`config.mk`:
```
export PLATFORM = sky130hd
export DESIGN_NAME = fetch_stage_flat
export DESIGN_NICKNAME = d
export VERILOG_FILES = /design/src/rtl/fetch_stage_if.sv /design/src/rtl/fetch_stage.sv /design/src/flat_wrapper.sv
export SDC_FILE = /design/constraint.sdc
export NUM_CORES = 1
export LEC_CHECK = 0
export ABC_AREA = 1
export CAP_MARGIN = 20
export CORE_ASPECT_RATIO = 1.1
export CORE_MARGIN = 2
export CORE_UTILIZATION = 45
export DETAILED_ROUTE_END_ITERATION = 10
export GPL_ROUTABILITY_DRIVEN = 0
export PLACE_DENSITY = 0.74
export SLEW_MARGIN = 20
export SYNTH_ARGS = -nofsm -noshare
export SYNTH_HDL_FRONTEND = slang
export SYNTH_SLANG_ARGS = --single-unit
```
`constraint.sdc`:
```
create_clock -name clk -period 4.7 [get_ports clk]
set_clock_uncertainty 0.05 [all_clocks]
set_input_delay 0.47 -clock clk [delete_from_list [all_inputs] [get_ports clk]]
set_output_delay 0.47 -clock clk [all_outputs]
set_load 0.05 [all_outputs]
```
`src/rtl/fetch_stage_if.sv`:
```
// rtl/fetch_stage_if.sv - fetch stage handshake bundle: imem request/response, redirect, decode
interface fetch_stage_if;
   logic        imem_req_valid;
   logic        imem_req_ready;
   logic [31:0] imem_req_addr;
   logic        imem_rsp_valid;
   logic [31:0] imem_rsp_data;
   logic        redirect_valid;
   logic [31:0] redirect_pc;
   logic        id_valid;
   logic        id_ready;
   logic [31:0] id_instr;
   logic [31:0] id_pc;

   modport master (
      output imem_req_valid, imem_req_addr, id_valid, id_instr, id_pc,
      input  imem_req_ready, imem_rsp_valid, imem_rsp_data, redirect_valid, redirect_pc, id_ready
   );

   modport slave (
      input  imem_req_valid, imem_req_addr, id_valid, id_instr, id_pc,
      output imem_req_ready, imem_rsp_valid, imem_rsp_data, redirect_valid, redirect_pc, id_ready
   );
endinterface

```
`src/rtl/fetch_stage.sv`:
```
// rtl/fetch_stage.sv - RV32I fetch stage: PC, in-order slot queue, redirect flush
// Optional perf counters under FETCH_PERF_CNT_EN.
module fetch_stage #(
   parameter logic [31:0] RESET_PC   = 32'h0000_0000,
   parameter int          FIFO_DEPTH = 2
) (
   input  logic          clk,
   input  logic          reset,
   fetch_stage_if.master bus,
   output logic          misalign_err
`ifdef FETCH_PERF_CNT_EN
   ,
   output logic [31:0]   perf_fetched,
   output logic [31:0]   perf_stall
`endif
);
   localparam int AW = $clog2(FIFO_DEPTH);
   localparam int DW = 8;

   typedef enum logic {RUN, HALT} state_t;

   state_t          state, state_nxt;
   logic [31:0]     pc, pc_nxt;
   logic [AW:0]     head, tail, fptr;
   logic [DW-1:0]   drop_cnt, drop_nxt;
   logic [31:0]     slot_pc    [FIFO_DEPTH];
   logic [31:0]     slot_instr [FIFO_DEPTH];
   logic            full, accept, fill, pop, misaligned;
   logic [AW:0]     unfilled;

   // head..fptr are filled slots, fptr..tail are awaiting a response
   assign full       = (tail - head) == (AW+1)'(FIFO_DEPTH);
   assign unfilled   = tail - fptr;
   assign misaligned = bus.redirect_pc[1:0] != 2'b00;

   assign bus.imem_req_valid = !reset && (state == RUN) && !full;
   assign bus.imem_req_addr  = pc;
   assign bus.id_valid       = (fptr != head);
   assign bus.id_pc          = bus.id_valid ? slot_pc[head[AW-1:0]] : 32'h0;
   assign bus.id_instr       = bus.id_valid ? slot_instr[head[AW-1:0]] : 32'h0;

   assign accept = bus.imem_req_valid && bus.imem_req_ready;
   assign fill   = bus.imem_rsp_valid && (drop_cnt == '0);
   assign pop    = bus.id_valid && bus.id_ready;

   always_comb begin
      state_nxt = state;
      pc_nxt    = pc;
      drop_nxt  = drop_cnt;
      if (bus.imem_rsp_valid && (drop_cnt != '0))
         drop_nxt = drop_cnt - 1'b1;
      if (accept)
         pc_nxt = pc + 32'd4;
      if (bus.redirect_valid) begin
         // same-cycle response is dropped either way, so it retires one outstanding request
         drop_nxt  = drop_cnt + DW'(unfilled) + DW'(accept) - DW'(bus.imem_rsp_valid);
         pc_nxt    = bus.redirect_pc;
         state_nxt = misaligned ? HALT : RUN;
      end
   end

   always_ff @(posedge clk) begin
      if (reset) begin
         state        <= RUN;
         pc           <= RESET_PC;
         head         <= '0;
         tail         <= '0;
         fptr         <= '0;
         drop_cnt     <= '0;
         misalign_err <= 1'b0;
      end else begin
         state    <= state_nxt;
         pc       <= pc_nxt;
         drop_cnt <= drop_nxt;
         if (bus.redirect_valid) begin
            head <= '0;
            tail <= '0;
            fptr <= '0;
            if (misaligned)
               misalign_err <= 1'b1;
         end else begin
            if (accept) tail <= tail + 1'b1;
            if (fill)   fptr <= fptr + 1'b1;
            if (pop)    head <= head + 1'b1;
         end
      end
   end

   always_ff @(posedge clk) begin
      if (accept) slot_pc[tail[AW-1:0]]    <= pc;
      if (fill)   slot_instr[fptr[AW-1:0]] <= bus.imem_rsp_data;
   end

`ifdef FETCH_PERF_CNT_EN
   always_ff @(posedge clk) begin
      if (reset) begin
         perf_fetched <= 32'h0;
         perf_stall   <= 32'h0;
      end else begin
         if (pop)
            perf_fetched <= perf_fetched + 32'd1;
         if ((bus.id_valid && !bus.id_ready) || (state == RUN && !bus.id_valid))
            perf_stall <= perf_stall + 32'd1;
      end
   end
`endif
endmodule
```
`src/flat_wrapper.sv`:
```
// flat-port wrapper written by rule: the top's interface ports become plain ports
module fetch_stage_flat 
#(
   parameter logic [31:0] RESET_PC   = 32'h0000_0000,
   parameter int          FIFO_DEPTH = 2
)
  (clk, reset, misalign_err, bus_imem_req_valid, bus_imem_req_addr, bus_id_valid, bus_id_instr, bus_id_pc, bus_imem_req_ready, bus_imem_rsp_valid, bus_imem_rsp_data, bus_redirect_valid, bus_redirect_pc, bus_id_ready);
  fetch_stage_if bus_i ();
  input  logic clk;
  input  logic reset;
  output logic misalign_err;
  output wire logic [$bits(bus_i.imem_req_valid)-1:0] bus_imem_req_valid;
  output wire logic [$bits(bus_i.imem_req_addr)-1:0] bus_imem_req_addr;
  output wire logic [$bits(bus_i.id_valid)-1:0] bus_id_valid;
  output wire logic [$bits(bus_i.id_instr)-1:0] bus_id_instr;
  output wire logic [$bits(bus_i.id_pc)-1:0] bus_id_pc;
  input wire logic [$bits(bus_i.imem_req_ready)-1:0] bus_imem_req_ready;
  input wire logic [$bits(bus_i.imem_rsp_valid)-1:0] bus_imem_rsp_valid;
  input wire logic [$bits(bus_i.imem_rsp_data)-1:0] bus_imem_rsp_data;
  input wire logic [$bits(bus_i.redirect_valid)-1:0] bus_redirect_valid;
  input wire logic [$bits(bus_i.redirect_pc)-1:0] bus_redirect_pc;
  input wire logic [$bits(bus_i.id_ready)-1:0] bus_id_ready;
  assign bus_imem_req_valid = bus_i.imem_req_valid;
  assign bus_imem_req_addr = bus_i.imem_req_addr;
  assign bus_id_valid = bus_i.id_valid;
  assign bus_id_instr = bus_i.id_instr;
  assign bus_id_pc = bus_i.id_pc;
  assign bus_i.imem_req_ready = bus_imem_req_ready;
  assign bus_i.imem_rsp_valid = bus_imem_rsp_valid;
  assign bus_i.imem_rsp_data = bus_imem_rsp_data;
  assign bus_i.redirect_valid = bus_redirect_valid;
  assign bus_i.redirect_pc = bus_redirect_pc;
  assign bus_i.id_ready = bus_id_ready;
  fetch_stage #(.RESET_PC(RESET_PC), .FIFO_DEPTH(FIFO_DEPTH)) u_core (.clk(clk), .reset(reset), .bus(bus_i), .misalign_err(misalign_err));
endmodule
```
# Yosys cells after proc, flatten, opt, wreduce, memory -nomap -nowiden
# Memory sizes are Yosys's and may differ from the RTL's. A register that Yosys moved wholly into a read port is not among the register bits.
# Index checks and enable logic that the tools add are counted.
[word_totals]
latchBits = 0
memories = 2
romBits = 0
regBits = 48
ramBits = 128
output_inout_bits = 99
[classes]
n_mul = 0
bitwise = 1
n_lt_le_gt_ge = 0
n_eq_ne = 2
reduce_logical = 15
shift = 0
div = 0
addsub = 10
muxes = 15
[memory_table]
columns = ["memory", "depth", "width", "rd", "rd_ports_with_merged_regs", "wr", "line", "source"]
rows = [
  ["u_core.slot_instr", 2, 32, 1, 1, 1, "fetch_stage.sv:27", "logic [31:0] slot_instr [FIFO_DEPTH];"],
  ["u_core.slot_pc", 2, 32, 1, 1, 1, "fetch_stage.sv:26", "logic [31:0] slot_pc [FIFO_DEPTH];"],
]
[op_table]
columns = ["operator", "count"]
rows = [
  ["32-bit 2-to-1 mux", 4],
  ["32-bit by 3-bit adder with 32-bit output (second input constant)", 1],
  ["8-bit 2-to-1 mux", 2],
  ["1-bit 2-to-1 mux", 9],
  ["8-bit by 1-bit adder with 8-bit output", 1],
  ["8-bit by 2-bit adder with 8-bit output", 1],
  ["8-bit logical NOT", 1],
  ["8-bit nonzero test", 1],
  ["8-bit by 1-bit subtractor with 8-bit output", 1],
  ["8-bit by 1-bit subtractor with 8-bit output (second input constant)", 1],
  ["2-bit by 1-bit adder with 2-bit output (second input constant)", 3],
  ["1-bit logical AND", 6],
  ["2-bit nonzero test", 3],
  ["2-bit subtractor", 2],
  ["2-bit == test (second input constant)", 1],
  ["1-bit logical NOT", 2],
  ["2-bit != test", 1],
  ["2-bit AND reduction", 1],
  ["2-bit OR reduction", 1],
  ["1-bit NOT", 1],
]

# Longest topological paths before layout
[logic_depth]
depth_word = 8
depth_mapped = 17

# Least setup slack after synthesis
# Ideal clock, no wire load.
[synth_path]
kind = "reg-to-reg"
startpoint = "reg u_core.drop_cnt[0]"
endpoint = "reg u_core.fptr[1]"
required_time_ns = 4.529
setup_time_ns = 0.121
period_less_slack_ns = 2.992
t_arrival_ns = 2.822
stages_incl_launch_ff = 12
setup_slack_ns = 1.708
cell_sequence = "dfxtp_1 > inv_1 > ha_1 > nand2_1 > inv_1 > nand2_1 > nor2_1 > nand2_1 > nor2_1 > inv_1 > o21ai_0 > a21oi_1"
[synth_via]
elab_chain_cells = 2
[synth_rtl]
columns = ["item", "line", "source"]
rows = [
  ["from (decl)", "fetch_stage.sv:25", "logic [DW-1:0] drop_cnt, drop_nxt;"],
  ["from (signal assigned)", "fetch_stage.sv:74", "drop_cnt <= drop_nxt;"],
  ["8-bit logical NOT", "fetch_stage.sv:43", "assign fill = bus.imem_rsp_valid && (drop_cnt == '0);"],
  ["1-bit logical AND", "fetch_stage.sv:43", ""],
  ["to (signal assigned)", "fetch_stage.sv:83", "if (fill) fptr <= fptr + 1'b1;"],
  ["to (decl)", "fetch_stage.sv:24", "logic [AW:0] head, tail, fptr;"],
]
# Every way passes these cells.
# A chain may end at the register's enable or synchronous reset.

# Worst setup path after layout
[layout_path]
startpoint = "reg u_core.head[0]"
endpoint = "out bus_id_pc[13]"
[layout_via]
elab_chain_cells = 2
[layout_rtl]
columns = ["item", "line", "source"]
rows = [
  ["from (decl)", "fetch_stage.sv:24", ""],
  ["from (signal assigned)", "fetch_stage.sv:84", "if (pop) head <= head + 1'b1;"],
  ["2-bit != test", "fetch_stage.sv:38", "assign bus.id_valid = (fptr != head);"],
  ["32-bit 2-to-1 mux", "fetch_stage.sv:39", "assign bus.id_pc = bus.id_valid ? slot_pc[head[AW-1:0]] : 32'h0;"],
  ["to (decl)", "flat_wrapper.sv:16", "output wire logic [$bits(bus_i.id_pc)-1:0] bus_id_pc;"],
]
# Every way passes these cells.

==> run_results.csv <==
group,metric,value,unit
status,outcome,"finished, final reports clean",
floorplanning,fp.dieW,135,um
drt,num_vias,6909,
drt,drc_errors,0,
sta,worst_pin_slew,0.995,ns
logic_synthesis,ys_top_cells_by_area,"edfxtp_1, nand2_1, dfxtp_1",
power,p_sw,1.24,mW
setup_path,critPathArrivalTime,2.68,ns
layout,finish.instance_area,10900,um2
grt,grt.total_usage,0.215,
layout,drive_above_1_share,0.0735,
grt,grt_first_pass_wirelength,33300,um
logic_synthesis,synthCells,960,
logic_synthesis,async_flop_share,0,
layout,area_growth,28.8,%
power,clkPwrFrac,0.337,
setup_path,cp_max_fo,66,
clock_network,insertion_delay,0.43,ns
logic_synthesis,syn_avg_cell_area,8.85,um2
logic_synthesis,yosys-top-cells-count,"nand2_1, edfxtp_1, a21oi_1",
clock_network,cts_tree,"yes",
power,leakage,4.10,nW
floorplanning,core,18500,um2
logic_synthesis,post-synth-top-area-cell,"edfxtp_1",
sta,slew_headroom,0.335,
power,swShare,0.309,
setup_path,regToRegSetupSlack,1.69,ns
power,p_per_area,366,nW/um2
setup_path,path_class,"flop to primary output",
logic_synthesis,ys.flop_type,"edfxtp_1",
setup_path,r2r_start,"u_core.head[0]",
drt,drt_wl_total,21400,um
clock_network,cts-buffers-inserted,17,
floorplanning,rows,52,
setup_path,worstReg2RegEnd,"u_core.drop_cnt[6]",
power,comb_power_share,0.204,
sta,fin_crit_sh,0.681,
logic_synthesis,synth_edf_count,128,
logic_synthesis,yosysSeqAreaShare,0.568,
hold_path,hold_class,"flop to flop",
power,peakVddDrop,0.273,mV
floorplanning,die_h,148,um
clock_network,clockRootBuffer,"clkbuf_16",
hold_path,whs_path_depth,2,
logic_synthesis,synth_seq_cells,177,
hold_path,hold_path_end,"u_core.state",
drt,dr.pass1.iters,5,
clock_network,cts_buffer_depth,2,
logic_synthesis,yosysTopAreaCellShare,0.452,
placed_design,dpl-instance-area,10400,um2
logic_synthesis,synth_most_common_cell,"nand2_1",
sta,tns,0,ns
power,finalPower,4.00,mW
drt,routedWlPerCell,15.6,um
grt,grt_max_degree,67,
placed_design,io_buffer_count,168,
sta,final-setup-viol-count,0,
power,p_seq_frac,0.458,
setup_path,cp-end-kind,"primary output",
clock_network,ctsResizeCount,0,
sta,holdWs,0.412,ns
clock_network,cts_sinks,177,
placed_design,dp_hpwl,14400,um
flow_run,drv_cap,0,
sta,setup_slack,1.50,ns
sta,min_period,3.20,ns
layout,layout.nets,1205,
sta,finalHoldViolations,0,
grt,grt_pass1_vias,6513,
setup_path,cp.required,4.18,ns
floorplanning,num_io_pins,169,
logic_synthesis,yosys_warnings,0,
drt,drtIter0Drc,547,
grt,grt_overflow,0,
floorplanning,dieArea,20000,um2
drt,via_per_inst,5.03,
layout,antenna_cells,0,
sta,rsz0062_at_grt,"false",
logic_synthesis,ys_types,33,
floorplanning,start_util,0.460,
clock_network,post-cts-setup-buffer-count,0,
sta,fmax,312,MHz
setup_path,cp-start-kind,"flop",
grt,antenna_found_initial,0,
logic_synthesis,syn_area,8500,um2
sta,drv_slew,0,
hold_path,hp-start,"u_core.state",
placed_design,post-place-ws,1.15,ns
setup_path,worstSetupStartpoint,"u_core.head[0]",
logic_synthesis,synthesis.nets,1048,
clock_network,hold_buffers,0,
setup_path,ff2ff_path_depth,15,
drt,ant_nets,0,
clock_network,clk_pin_slew,0.07,ns
layout,fill_cells,1600,
clock_network,cts_max_level,4,
power,internal_power,2.77,mW
## power by group through the flow
| stage | sequential (mW) | clock (mW) | combinational, mW |
|---|---|---|---|
| final | 1.83 | 1.35 | 0.818 |
| after detailed placement | 1.87 | 0 | 0.812 |
| after CTS | 1.83 | 1.37 | 0.817 |
| after global routing | 1.85 | 1.44 | 0.897 |
| after floorplan | 1.91 | 0 | 0.506 |
| after global placement | 1.86 | 0 | 0.799 |
## worst max-delay path, stage by stage (launching register included)
cell             delay, ns
dfxtp_1               0.45
nand2_1               0.14
a21oi_4               0.15
buf_4                 0.59
a21oi_1               0.16
clkdlybuf4s50_1       0.75
## final cells by class
type                            count  area (um2)  area share
Sequential cell                   177        4830       0.441
Multi-Input combinational cell    655        3170       0.290
Timing Repair Buffer              176        1740       0.159
Clock buffer                       17         425      0.0389
Inverter                           90         339      0.0310
Tap cell                          243         304      0.0278
Clock inverter                     15         140      0.0128
## placed cells by master, fill, tap and decap left out, drive strengths merged
cell type,instances
clkinv,6
and2,2
inv,97
edfxtp,128
ha,16
nand3,72
clkbuf,17
clkinvlp,2
nor2,73
clkdlybuf4s50,167
nand2,331
o21bai,7
a21oi,107
dfxtp,49
buf,9
o21ai,28
nand4,6
fa,2
xnor2,4
xor2,7
## per-layer routing
metal  GRT usage  routed length (um)  share of wire
met1       0.283                9280           0.43
met2       0.352               10200           0.48
met3      0.0460                1380          0.065
met4      0.0802                 489          0.023
met5           0                   0              0
## per-stage QoR
stage | utilization | std cells
3_3_place_gp | 0.562 | 1341
2_1_floorplan | - | 960
5_1_grt | 0.592 | 1373
4_1_cts | 0.592 | 1373
6_report | 0.592 | 1373
3_5_place_dp | 0.562 | 1341
## logic make-up (layout without fill, tap and decap cells)
logic type / Yosys count / in the layout / share of synthesized area
simple gates: 484 / 484 / 0.241
flops: 177 / 177 / 0.568
compound gates: 142 / 142 / 0.0901
buf+inv: 128 / 298 / 0.0619
xor+xnor: 11 / 11 / 0.0113
fa+ha+maj: 18 / 18 / 0.0283
## flip-flops by register name (all words and copies together), names as in the netlist, named ones only
signal and count:
u_core.state 1, u_core.fptr 2, u_core.slot_instr 64, u_core.head 2, u_core.tail 2, u_core.drop_cnt 8, u_core.slot_pc 64, u_core.misalign_err 1
u_core.bus.imem_req_addr 32
## worst max path at each step
stage,end,slack [ns],cells after the start
2_1_floorplan,u_core.fptr[1],1.71,11
3_3_place_gp,u_core.drop_cnt[4],1.22,13
3_5_place_dp,u_core.drop_cnt[6],1.15,13
4_1_cts,bus_id_pc[12],1.36,4
5_1_grt,u_core.drop_cnt[4],1.30,13
6_report,bus_id_pc[13],1.50,5
Note: power is estimated with default switching activity, not from simulation.
